### src/rtl/uart_axi_slave.sv
// rtl/uart_axi_slave.sv - AXI4-Lite register slave bridging byte TX/RX streams through FIFOs
//
// Register map (ADDR[3:2]):
//   0 RX data  (read pops one byte, zero-extended)
//   1 TX data  (write pushes WDATA[7:0] when WSTRB[0] is set)
//   2 status   {27'b0, overrun, tx_full, tx_empty, rx_full, rx_nonempty}
//   3 control  WDATA[0] flush TX, WDATA[1] flush RX, WDATA[4] clear overrun
//
// Ports:
//   CLK, RST                  clock, asynchronous active-high reset
//   AR*/R*                    AXI4-Lite read address / read data channels
//   AW*/W*/B*                 AXI4-Lite write address / data / response channels
//   TX_DATA/TX_VALID/TX_READY byte stream draining the TX FIFO
//   RX_DATA/RX_VALID/RX_READY byte stream filling the RX FIFO
//
// Parameter FIFO_DEPTH: entries per byte FIFO, power of two in 2..256.
// Macro UART_AXI_SLAVE_SLVERR_EN: when defined, illegal accesses answer SLVERR.

module uart_axi_slave #(
    parameter int FIFO_DEPTH = 16
) (
    input  logic        CLK,
    input  logic        RST,
    input  logic [3:0]  ARADDR,
    input  logic        ARVALID,
    output logic        ARREADY,
    output logic [31:0] RDATA,
    output logic [1:0]  RRESP,
    output logic        RVALID,
    input  logic        RREADY,
    input  logic [3:0]  AWADDR,
    input  logic        AWVALID,
    output logic        AWREADY,
    input  logic [31:0] WDATA,
    input  logic [3:0]  WSTRB,
    input  logic        WVALID,
    output logic        WREADY,
    output logic [1:0]  BRESP,
    output logic        BVALID,
    input  logic        BREADY,
    output logic [7:0]  TX_DATA,
    output logic        TX_VALID,
    input  logic        TX_READY,
    input  logic [7:0]  RX_DATA,
    input  logic        RX_VALID,
    output logic        RX_READY
);

    localparam int PTR_W = $clog2(FIFO_DEPTH);
    localparam int CNT_W = PTR_W + 1;
    localparam logic [CNT_W-1:0] FULL_CNT = CNT_W'(FIFO_DEPTH);

    localparam logic [1:0] R_IDLE = 2'd0;
    localparam logic [1:0] R_ACK  = 2'd1;
    localparam logic [1:0] R_DATA = 2'd2;

    localparam logic [1:0] W_IDLE = 2'd0;
    localparam logic [1:0] W_ACK  = 2'd1;
    localparam logic [1:0] W_RESP = 2'd2;

    localparam logic [1:0] A_RXDATA = 2'd0;
    localparam logic [1:0] A_TXDATA = 2'd1;
    localparam logic [1:0] A_STATUS = 2'd2;
    localparam logic [1:0] A_CTRL   = 2'd3;

    localparam logic [1:0] RESP_OKAY = 2'b00;
`ifdef UART_AXI_SLAVE_SLVERR_EN
    localparam logic [1:0] RESP_SLVERR = 2'b10;
`endif

    // ------------------------------------------------------------------
    // State and FIFO declarations
    // ------------------------------------------------------------------
    logic [1:0]       r_state;
    logic [1:0]       r_addr;
    logic [31:0]      rd_data;
    logic [1:0]       rd_resp;

    logic [1:0]       w_state;
    logic [1:0]       w_addr;
    logic [7:0]       w_byte;
    logic             w_strb0;
    logic [1:0]       wr_resp;

    logic [7:0]       tx_mem [FIFO_DEPTH];
    logic [PTR_W-1:0] tx_wr_ptr;
    logic [PTR_W-1:0] tx_rd_ptr;
    logic [CNT_W-1:0] tx_count;
    logic             tx_empty;
    logic             tx_full;
    logic             tx_push;
    logic             tx_pop;
    logic             tx_flush;

    logic [7:0]       rx_mem [FIFO_DEPTH];
    logic [PTR_W-1:0] rx_wr_ptr;
    logic [PTR_W-1:0] rx_rd_ptr;
    logic [CNT_W-1:0] rx_count;
    logic             rx_empty;
    logic             rx_full;
    logic             rx_push;
    logic             rx_pop;
    logic             rx_flush;

    logic             overrun;
    logic             ovr_clr;
    logic             rd_hs;
    logic             wr_hs;
    logic             ctrl_wr;

    // Only byte lane 0 and the word-select address bits carry meaning.
    logic unused_inputs;
    assign unused_inputs = ^{WDATA[31:8], WSTRB[3:1], ARADDR[1:0], AWADDR[1:0]};

    // ------------------------------------------------------------------
    // Handshake strobes and FIFO control
    // ------------------------------------------------------------------
    // ARREADY and AWREADY/WREADY are each high for the single ACK cycle,
    // so that cycle is the handshake cycle for side effects.
    assign rd_hs   = (r_state == R_ACK);
    assign wr_hs   = (w_state == W_ACK);
    assign ctrl_wr = wr_hs && (w_addr == A_CTRL);

    assign tx_empty = (tx_count == '0);
    assign tx_full  = (tx_count == FULL_CNT);
    assign rx_empty = (rx_count == '0);
    assign rx_full  = (rx_count == FULL_CNT);

    assign tx_push  = wr_hs && (w_addr == A_TXDATA) && w_strb0 && !tx_full;
    assign tx_pop   = TX_VALID && TX_READY;
    assign rx_push  = RX_VALID && RX_READY;
    assign rx_pop   = rd_hs && (r_addr == A_RXDATA) && !rx_empty;

    // Flushes are applied at the end of the handshake cycle, so the FIFO
    // reads as empty from the following cycle and beats any coincident
    // push or pop.
    assign tx_flush = ctrl_wr && w_byte[0];
    assign rx_flush = ctrl_wr && w_byte[1];
    assign ovr_clr  = ctrl_wr && w_byte[4];

    assign TX_VALID = !tx_empty;
    assign TX_DATA  = tx_mem[tx_rd_ptr];
    assign RX_READY = !rx_full;

    // ------------------------------------------------------------------
    // TX FIFO
    // ------------------------------------------------------------------
    always_ff @(posedge CLK or posedge RST) begin
        if (RST) begin
            tx_wr_ptr <= '0;
            tx_rd_ptr <= '0;
            tx_count  <= '0;
        end else if (tx_flush) begin
            tx_wr_ptr <= '0;
            tx_rd_ptr <= '0;
            tx_count  <= '0;
        end else begin
            if (tx_push) tx_wr_ptr <= tx_wr_ptr + 1'b1;
            if (tx_pop)  tx_rd_ptr <= tx_rd_ptr + 1'b1;
            case ({tx_push, tx_pop})
                2'b10:   tx_count <= tx_count + 1'b1;
                2'b01:   tx_count <= tx_count - 1'b1;
                default: tx_count <= tx_count;
            endcase
        end
    end

    // Storage carries no reset; validity is tracked by the pointers alone.
    always_ff @(posedge CLK) begin
        if (tx_push) tx_mem[tx_wr_ptr] <= w_byte;
    end

    // ------------------------------------------------------------------
    // RX FIFO
    // ------------------------------------------------------------------
    always_ff @(posedge CLK or posedge RST) begin
        if (RST) begin
            rx_wr_ptr <= '0;
            rx_rd_ptr <= '0;
            rx_count  <= '0;
        end else if (rx_flush) begin
            rx_wr_ptr <= '0;
            rx_rd_ptr <= '0;
            rx_count  <= '0;
        end else begin
            if (rx_push) rx_wr_ptr <= rx_wr_ptr + 1'b1;
            if (rx_pop)  rx_rd_ptr <= rx_rd_ptr + 1'b1;
            case ({rx_push, rx_pop})
                2'b10:   rx_count <= rx_count + 1'b1;
                2'b01:   rx_count <= rx_count - 1'b1;
                default: rx_count <= rx_count;
            endcase
        end
    end

    always_ff @(posedge CLK) begin
        if (rx_push) rx_mem[rx_wr_ptr] <= RX_DATA;
    end

    // Overrun: a byte offered while RX is full. Clearing takes priority
    // over a simultaneous new overrun event.
    always_ff @(posedge CLK or posedge RST) begin
        if (RST) begin
            overrun <= 1'b0;
        end else if (ovr_clr) begin
            overrun <= 1'b0;
        end else if (RX_VALID && rx_full) begin
            overrun <= 1'b1;
        end
    end

    // ------------------------------------------------------------------
    // Read path
    // ------------------------------------------------------------------
    // Read data is computed from the state seen in the handshake cycle and
    // captured into RDATA, where it stays stable through R_DATA.
    always_comb begin
        rd_data = 32'h0;
        case (r_addr)
            A_RXDATA: if (!rx_empty) rd_data = {24'h0, rx_mem[rx_rd_ptr]};
            A_STATUS: rd_data = {27'h0, overrun, tx_full, tx_empty, rx_full, !rx_empty};
            default:  rd_data = 32'h0;
        endcase
    end

`ifdef UART_AXI_SLAVE_SLVERR_EN
    always_comb begin
        rd_resp = RESP_OKAY;
        if (r_addr == A_TXDATA) begin
            rd_resp = RESP_SLVERR;
        end else if ((r_addr == A_RXDATA) && rx_empty) begin
            rd_resp = RESP_SLVERR;
        end
    end
`else
    assign rd_resp = RESP_OKAY;
`endif

    always_ff @(posedge CLK or posedge RST) begin
        if (RST) begin
            r_state <= R_IDLE;
            r_addr  <= 2'd0;
            RDATA   <= 32'h0;
            RRESP   <= RESP_OKAY;
        end else begin
            case (r_state)
                R_IDLE: begin
                    if (ARVALID) begin
                        r_state <= R_ACK;
                        r_addr  <= ARADDR[3:2];
                    end
                end
                R_ACK: begin
                    r_state <= R_DATA;
                    RDATA   <= rd_data;
                    RRESP   <= rd_resp;
                end
                R_DATA: begin
                    if (RREADY) r_state <= R_IDLE;
                end
                default: r_state <= R_IDLE;
            endcase
        end
    end

    assign ARREADY = (r_state == R_ACK);
    assign RVALID  = (r_state == R_DATA);

    // ------------------------------------------------------------------
    // Write path
    // ------------------------------------------------------------------
`ifdef UART_AXI_SLAVE_SLVERR_EN
    always_comb begin
        wr_resp = RESP_OKAY;
        if ((w_addr == A_RXDATA) || (w_addr == A_STATUS)) begin
            wr_resp = RESP_SLVERR;
        end else if ((w_addr == A_TXDATA) && tx_full) begin
            wr_resp = RESP_SLVERR;
        end
    end
`else
    assign wr_resp = RESP_OKAY;
`endif

    // Address and data are captured together once both valids are seen,
    // regardless of which arrived first.
    always_ff @(posedge CLK or posedge RST) begin
        if (RST) begin
            w_state <= W_IDLE;
            w_addr  <= 2'd0;
            w_byte  <= 8'h0;
            w_strb0 <= 1'b0;
            BRESP   <= RESP_OKAY;
        end else begin
            case (w_state)
                W_IDLE: begin
                    if (AWVALID && WVALID) begin
                        w_state <= W_ACK;
                        w_addr  <= AWADDR[3:2];
                        w_byte  <= WDATA[7:0];
                        w_strb0 <= WSTRB[0];
                    end
                end
                W_ACK: begin
                    w_state <= W_RESP;
                    BRESP   <= wr_resp;
                end
                W_RESP: begin
                    if (BREADY) w_state <= W_IDLE;
                end
                default: w_state <= W_IDLE;
            endcase
        end
    end

    assign AWREADY = (w_state == W_ACK);
    assign WREADY  = (w_state == W_ACK);
    assign BVALID  = (w_state == W_RESP);

endmodule
### config.mk
export PLATFORM = sky130hd
export DESIGN_NAME = uart_axi_slave
export DESIGN_NICKNAME = d
export VERILOG_FILES = /design/src/rtl/uart_axi_slave.sv
export SDC_FILE = /design/constraint.sdc
export NUM_CORES = 1
export LEC_CHECK = 0
export ABC_CLOCK_PERIOD_IN_PS = 5500
export BUFFER_PORTS_ARGS = -buffer_cell sky130_fd_sc_hd__buf_4
export CORE_MARGIN = 10
export CORE_UTILIZATION = 25
export DETAILED_ROUTE_END_ITERATION = 7
export GPL_ROUTABILITY_DRIVEN = 0
export SLEW_MARGIN = 20
export SYNTH_ARGS = -nofsm -noshare
export SYNTH_HDL_FRONTEND = slang
export SYNTH_SLANG_ARGS = --single-unit
### constraint.sdc
create_clock -name CLK -period 5.5 [get_ports CLK]
set_input_delay 0 -clock CLK [delete_from_list [all_inputs] [get_ports CLK]]
set_output_delay 0 -clock CLK [all_outputs]
set_load 0.02 [all_outputs]
# Word level (Yosys, flattened, before mapping)
# Memories as Yosys holds them, arrays and structs flattened.
# Cells that the tools add are included.
# totals
ramBits	256
n_memories	2
elab_cells	100
output_inout_bits	51
ff_bits	76
# classes
n_mux	26
reduce_logical	33
add_sub_neg	8
eq_ne	17
# mem_list
memory	words	word_bits	read_ports	rd_ports_with_merged_regs	wr	line	source
rx_mem	16	8	1	0	1	95	logic [7:0] rx_mem [FIFO_DEPTH];
tx_mem	16	8	1	0	1	85	logic [7:0] tx_mem [FIFO_DEPTH];
# op_table
operator	count
one-hot mux 32 bit (2 select lines)	1
2-to-1 mux 4 bit	8
one-hot mux 5 bit (2 select lines)	2
adder 4 x 1 -> 4 bit, second input constant	4
logical AND 1 bit	13
equality test 2 bit, second input constant	6
one-hot mux 2 bit (3 select lines)	2
adder 5 x 1 -> 5 bit, second input constant	2
equality test 2 x 1 -> 1 bit, second input constant	5
equality test 5 bit, second input constant	2
logical NOT 5 bit	2
2-to-1 mux 5 bit	2
nonzero test 2 bit	5
subtractor 5 x 1 -> 5 bit, second input constant	2
2-to-1 mux 2 bit	4
2-to-1 mux 8 bit	1
AND reduction 2 bit	4
logical NOT 2 bit	3
2-to-1 mux 1 bit	6
nonzero test 3 bit	2
logical NOT 1 bit	4
!= test 2 x 1 -> 1 bit, second input constant	2
!= test 2 bit, second input constant	2

# Longest topological paths before layout
# Gate-level depths: netlist of run 1.
# depth
word_depth	7
mapped_depth	11

# Least setup slack after synthesis of run 1
# Ideal clock, no wire load.
# synth_path
kind	register -> register
from	register rx_count[1]
to	register rx_count[4]
period_less_slack_ns	2.597
slack_ns	2.903
stages_incl_launch_ff	12
setup_time_ns	0.082
arrival_ns	2.515
path_cell_list	dfrtp_1 buf_2 or4_4 o211ai_2 xnor2_1 ha_1 or3_1 a21oi_1 a21o_1 and3_1 o21ai_1 a31oi_1
# synth_via
elab_chain_cells	6
word_cells_on_any_way	13
cone_classes	add/sub (2); eq/ne (3); mux (2); reduce/logical (6)
# synth_lines
item	line	source
from (decl)	98	logic [CNT_W-1:0] rx_count;
from (signal assigned)	189	2'b10: rx_count <= rx_count + 1'b1;
from (signal assigned)	190	2'b01: rx_count <= rx_count - 1'b1;
from (signal assigned)	191	default: rx_count <= rx_count;
equality test 5 bit or logical NOT 5 bit (tied branches)	127, 126	
logical NOT 1 bit, on equally long branches	143, 132	
logical AND 1 bit, on equally long branches	131, 132	
equality test 2 x 1 -> 1 bit or equality test 2 bit (tied branches)	188	case ({rx_push, rx_pop})
one-hot mux 5 bit (2 select lines)	188	
2-to-1 mux 5 bit	181	end else if (rx_flush) begin
# Parallel ways exist; a longest one is shown, timed or not.
# A chain may end at the register's enable or synchronous reset.

# Worst setup path in the final report of run 1
# layout_path
from	register r_addr[0]
to	register rx_count[4]
# layout_via
elab_chain_cells	6
word_cells_on_any_way	8
cone_classes	eq/ne (2); mux (2); reduce/logical (4)
# layout_lines
item	line	source
from (decl)	75	logic [1:0] r_addr;
from (signal assigned)	250	r_addr <= ARADDR[3:2];
logical NOT 2 bit *	132	assign rx_pop = rd_hs && (r_addr == A_RXDATA) && !rx_empty;
logical AND 1 bit * (2 in a row)	132	
equality test 2 x 1 -> 1 bit or equality test 2 bit (tied branches)	188	
one-hot mux 5 bit (2 select lines)	188	
2-to-1 mux 5 bit	181	
# Every way passes the cells marked *; elsewhere a longest branch is shown, timed or not.

==> results of run 1 <==
## per-stage QoR
step / hold slack, ns / power (uW) / setup WS, ns
detailed placement: 0.1992 / 5130 / 2.623
global route: 0.2218 / 7707 / 2.346
global placement: 0.1944 / 5087 / 2.647
finish: 0.2233 / 7341 / 2.550
CTS: 0.2105 / 7438 / 2.586
floorplan: 0.09887 / 4529 / 2.903
## how the worst min path moves through the flow
stage | start | end | slack (ns) | depth (start not counted)
global placement | RREADY | r_state[1]$_DFFE_PP0P_ | 0.19 | 2
global route | RREADY | r_state[1]$_DFFE_PP0P_ | 0.22 | 3
detailed placement | RREADY | r_state[1]$_DFFE_PP0P_ | 0.20 | 2
floorplan | RX_DATA[0] | rx_mem[0][0]$_DFFE_PP_ | 0.1 | 0
finish | RREADY | r_state[1]$_DFFE_PP0P_ | 0.22 | 3
CTS | RREADY | r_state[1]$_DFFE_PP0P_ | 0.21 | 3
## timing repair
action                                  in CTS  in global routing
buffers inserted                             0                  0
endpoints found under the setup margin       0                  0
hold endpoints to repair                   201                  0
hold buffers                                29                  0
## logic make-up after synthesis
family | after synthesis
AOI/OAI and AO/OA | 45
xor gates and xnor gates | 20
adders and majority gates | 13
buffers and inverters | 79
DFF | 308
muxes | 95
other | 1
and+or+nand+nor | 130
## sequential cells by signal, summed over array words and instances, names as in the netlist, 4 cells and up
signal     count
rx_count       5
rx_mem       128
tx_rd_ptr      4
rx_wr_ptr      4
rx_rd_ptr      4
w_byte         8
RDATA          8
tx_wr_ptr      4
tx_count       5
tx_mem       128
## synth_stat cells, drive strengths merged (9+ instances only)
cell type  number  area share, %
nand2          23           0.68
and2           23            1.1
inv            16           0.47
xnor2           9           0.62
ha             13            1.3
o21ai          10           0.39
clkbuf         17           0.50
nor2           38            1.1
edfxtp        256             60
buf            46            2.6
a21oi          13           0.54
mux2           13            1.1
xor2           11           0.75
mux4           80             14
dfrtp          52             10
## worst min-delay path, cell delays in order
cell	delay (ns)
dlygate4sd3_1	0.53
buf_4	0.10
o21ai_0	0.07
## final cells by class
class	instances	area, um^2
Antenna cell	1	2.502
Clock buffer	42	902.1
Clock inverter	19	226.5
Fill cell	4891	35170
Inverter	16	60.06
Multi-Input combinational cell	331	3455
Sequential cell	308	8991
Tap cell	672	840.8
Timing Repair Buffer	88	733.2
## power by group
group / internal [uW] / switching, uW
Combinational: 941 / 952
Sequential: 2840 / 321
Clock: 1370 / 917
## routing by layer
metal | GRT usage, % | vias up | wire length (um)
li1 | - | 2842 | -
met1 | 12.09 | 3292 | 12440
met2 | 13.91 | 132 | 12620
met3 | 2.132 | 42 | 1492
met4 | 1.997 | 0 | 425
met5 | 0 | - | 0
==> flow_summary.toml, run 1 <==
[run_status]
status = "complete, no violations"

[timing]
maxSlewViolCount = 0
rsz0062_at_grt = "no"
skew_ns = 0.02304
finalHoldViolCount = 0
tightest_slew_ns = 0.9224
post-route-min-period_ns = 2.950
finalSetupTns_ns = 0
finalSetupViolations = 0
fmax_mhz = 339.0
min_period_over_period_pct = 53.63
slew_headroom_pct = 38.17

[drt]
vias = 6308
drc = 0
wl_mm = 26.98
dr.pass1.iters = 5
ant_nets = 0
drt-initial-drc-count = 468
routedWlPerCell_um = 18.26
vias_per_cell = 4.271

[pwr]
p_per_area_nw_per_um2 = 482.6
peakVddDrop_mv = 0.2714
cellLeakagePower_uw = 0.005184

[synthesis]
yosys-mux-area-fraction_pct = 15.62
ys_seq_elements = 308
ys_seq_area_share_pct = 70.40
yosys.area_share.simple_pct = 5.370
synth_top_family_by_area = "multiplexers"
syn-cell-area_um2 = 12770
synth_cell_type_count = 54
ys.warnings.count = 0
synth_compound_area_share_pct = 2.401
synth_xor_area_share_pct = 1.372
yosys_most_used_dff = "edfxtp_1"
synthCells = 691
synth_fa_ha_area_share_pct = 1.274
synth_edf_count = 256
synthArstFlopShare_pct = 16.88
syn_area_per_cell_um2 = 18.48

[setup_path]
path_cells = "nor4b_1, o211ai_2, xnor2_1, ha_1, or3_1, a21oi_1, a21o_1, and3_1, o21ai_1, a31oi_1"
cp_num_cells = 10
cp-startpoint = "r_addr[0]$_DFFE_PP0P_"
reg2reg_slack_ns = 2.55
rr_startpoint = "r_addr[0]$_DFFE_PP0P_"
reg2reg_depth = 10
worstPathMaxFanout = 5
rr_endpoint = "rx_count[4]$_DFFE_PP0P_"
crit_type = "reg2reg"
path_delay_family = "simple AND/OR/NAND/NOR gates"
cp.arrival_ns = 3.37
crit_end = "rx_count[4]$_DFFE_PP0P_"
cp_slowest_cell = "nor4b_1"
start_kind = "flip-flop"
cp.required_ns = 5.92
critPathBufInv = 0
critPathMaxStageDelay_ns = 0.65
endpoint_kind = "flip-flop"

[die]
start_util_pct = 25.35
io_pins = 112
core_um2 = 50380
fp-row-count = 82
dieWidth_um = 246.0
dieArea_um2 = 60510
die_y_um = 246.0

[cells_and_area]
final_cell_area_um2 = 15210
nets = 853
post-route-util_pct = 30.19
drive_gt1_share_pct = 25.75
area_delta_synth_final_pct = 19.13
final_common_cell = "edfxtp_1"
most-common-layout-cells = "256 x edfxtp_1, 73 x mux4_2, 59 x buf_4"
final_cell_count_no_fill = 1477

[hold_path]
hp-class = "in2reg"

[grt]
antenna_found_initial = 0
track_usage_pct = 8.834
grt_pass1_wl_mm = 41.34
overflow = 0
first_global_vias = 6592
grt_max_degree = 53

[clocking]
cts_tree = "yes"
cts.sinks = 308
clockBufferDepth = 3
insertion_delay_ns = 0.53
ctsRootBufferMaster = "clkbuf_16"
post_cts_resized = 0
numCtsBuffers = 34
cts.htree.levels = 2
path_clk_slew_ns = 0.06

[place]
place_area_um2 = 13790
placedCellCount = 1386
dpl.hpwl_mm = 17.61
portBuffers = 52

[flow_run]
drv_cap = 0
Power figures use the tool's default switching activity.
==> run 2, diff against run 1 <==
- ABC_CLOCK_PERIOD_IN_PS: 5500 -> 2400
- clock period: 5.5 -> 2.4 ns (I/O delays scaled with it)
==> run 2 against run 1 <==
Effect of this change: clock power grew 95%; the flow now finishes with violations (setup timing); hold slack worse by 0.19 ns; global-route usage decreased by 0.12 points; core utilization rose by 1.2 points; cell count up 3.8%; critical path depth unchanged; power grew 130%; register-to-register slack worse by 2.7 ns; combinational power increased to 2.9 times the previous value; non-clock buffer count up 68; die area stayed put; sequential power grew 120%.
==> flow_summary.toml, run 2 (synthesis results as in run 1) <==
[drt]
wl_mm = 26.65
routedWlPerCell_um = 17.39
vias_per_cell = 4.269
vias = 6545
dr.pass1.iters = 5
drt-initial-drc-count = 531
ant_nets = 0
drc = 0

[die]
die_y_um = 246.0
start_util_pct = 25.35
dieWidth_um = 246.0
core_um2 = 50380
dieArea_um2 = 60510
fp-row-count = 82
io_pins = 112

[timing]
finalHoldViolCount = 0
slew_headroom_pct = 46.43
post-route-min-period_ns = 2.511
skew_ns = 0.009859
min_period_over_period_pct = 104.6
rsz0062_at_grt = "yes"
tightest_slew_ns = 0.8024
finalSetupViolations = 8
fmax_mhz = 398.2
setup_slack_ns = -0.1114
maxSlewViolCount = 0

[pwr]
peakVddDrop_mv = 0.5767
cellLeakagePower_uw = 0.005508
p_per_area_nw_per_um2 = 1083

[place]
portBuffers = 52
dpl.hpwl_mm = 18.38
placedCellCount = 1439

[cells_and_area]
area_delta_synth_final_pct = 23.71
antenna_cells = 0
nFillCells = 4845
drive_gt1_share_pct = 31.71
post-route-util_pct = 31.36
final_cell_count_no_fill = 1533
final_common_cell = "edfxtp_1"
most-common-layout-cells = "256 x edfxtp_1, 97 x buf_4, 73 x mux4_2"
nets = 916
regArea_um2 = 8991
reg_top3 = "rx_mem: 128 flops, tx_mem: 128 flops"
multiInputGateArea_um2 = 3523

[hold_path]
hp-class = "in2reg"
min_from = "RX_VALID"

[grt]
grt_max_degree = 35
grt_pass1_wl_mm = 41.53
track_usage_pct = 8.712
first_global_vias = 6885
antenna_found_initial = 2
overflow = 0

[setup_path]
start_kind = "flip-flop"
worstPathMaxFanout = 4
cp.required_ns = 2.85
rr_startpoint = "rx_count[3]$_DFFE_PP0P_"
crit_type = "reg2reg"
cp.arrival_ns = 2.96
endpoint_kind = "flip-flop"
cp-startpoint = "rx_count[3]$_DFFE_PP0P_"

[flow_run]
drv_cap = 0

[clocking]
cts.sinks = 308
cts_tree = "yes"
insertion_delay_ns = 0.54
numCtsBuffers = 29
clockBufferDepth = 3
ctsRootBufferMaster = "clkbuf_16"
path_clk_slew_ns = 0.06
cts.htree.levels = 1

[run_status]
violations = "setup timing"
status = "finished, violations left"
## run 2: final timing paths
kind	endpoint	slack (ns)	cells past startpoint
worst min-delay path	rx_count[4]$_DFFE_PP0P_	0.03	5
min in group asynchronous	w_byte[6]$_DFFE_PP0P_	0.17	3
worst max register to register	rx_count[4]$_DFFE_PP0P_	-0.11	10
max in group asynchronous	RDATA[6]$_DFFE_PP0N_	1.43	4
worst max-delay path	rx_count[4]$_DFFE_PP0P_	-0.11	10
worst min register to register	RDATA[0]$_DFFE_PP0N_	0.50	2
## run 2: area by class of cell
| cell class | count | area share, % |
|---|---|---|
| sequential | 308 | 56.92 |
| clock inverter | 15 | 0.9584 |
| tap | 672 | 5.323 |
| multi-input combinational | 331 | 22.30 |
| timing repair buffer | 156 | 9.315 |
| clock buffer | 35 | 4.800 |
| inverter | 16 | 0.3802 |
## run 2: critical path, cell delays in order (launching register included)
cell,delay (ns)
dfrtp_1,0.38
or4_4,0.56
o211ai_4,0.21
xnor2_2,0.08
ha_2,0.17
or3_4,0.34
a21oi_4,0.13
a21o_1,0.15
and3_1,0.17
o21ai_1,0.07
a31oi_1,0.17
## run 2: power by group
group	internal, uW	switching, uW	total [uW]
registers	6520	602	7120
clock network	2560	1900	4450
logic	2970	2570	5540
## run 2: stage by stage
stage | area, um^2 | setup WS, ns | setup TNS, ns | power (uW) | hold WS, ns
after floorplan | 12930 | -0.1298 | -0.1298 | 10450 | 0.09887
after global placement | 14330 | -0.05816 | -0.07684 | 12230 | 0.1918
after detailed placement | 14330 | -0.1002 | -0.1002 | 12310 | 0.1955
after CTS | 15730 | -0.1002 | -0.4427 | 17230 | 0.006928
after global routing | 15800 | -0.2161 | -1.078 | 18010 | 0.04072
final | 15800 | -0.1114 | -0.2204 | 17110 | 0.03287
## run 2: what timing repair did
action	CTS	global route
gates resized for setup	16	10
endpoints found under the setup margin	10	22
hold buffers	32	0
cloned	1	1
hold endpoints to repair	181	0
buffers inserted	7	4
pin swaps	6	9
## run 2: layer usage
metal / global-route usage, % / wire length [um] / up-vias / part of all wire, %
li1: - / - / 2956 / -
met1: 11.60 / 11780 / 3418 / 44
met2: 14.55 / 13070 / 140 / 49
met3: 1.861 / 1450 / 31 / 5.4
met4: 1.398 / 357 / 0 / 1.3
met5: 0 / 0 / - / 0
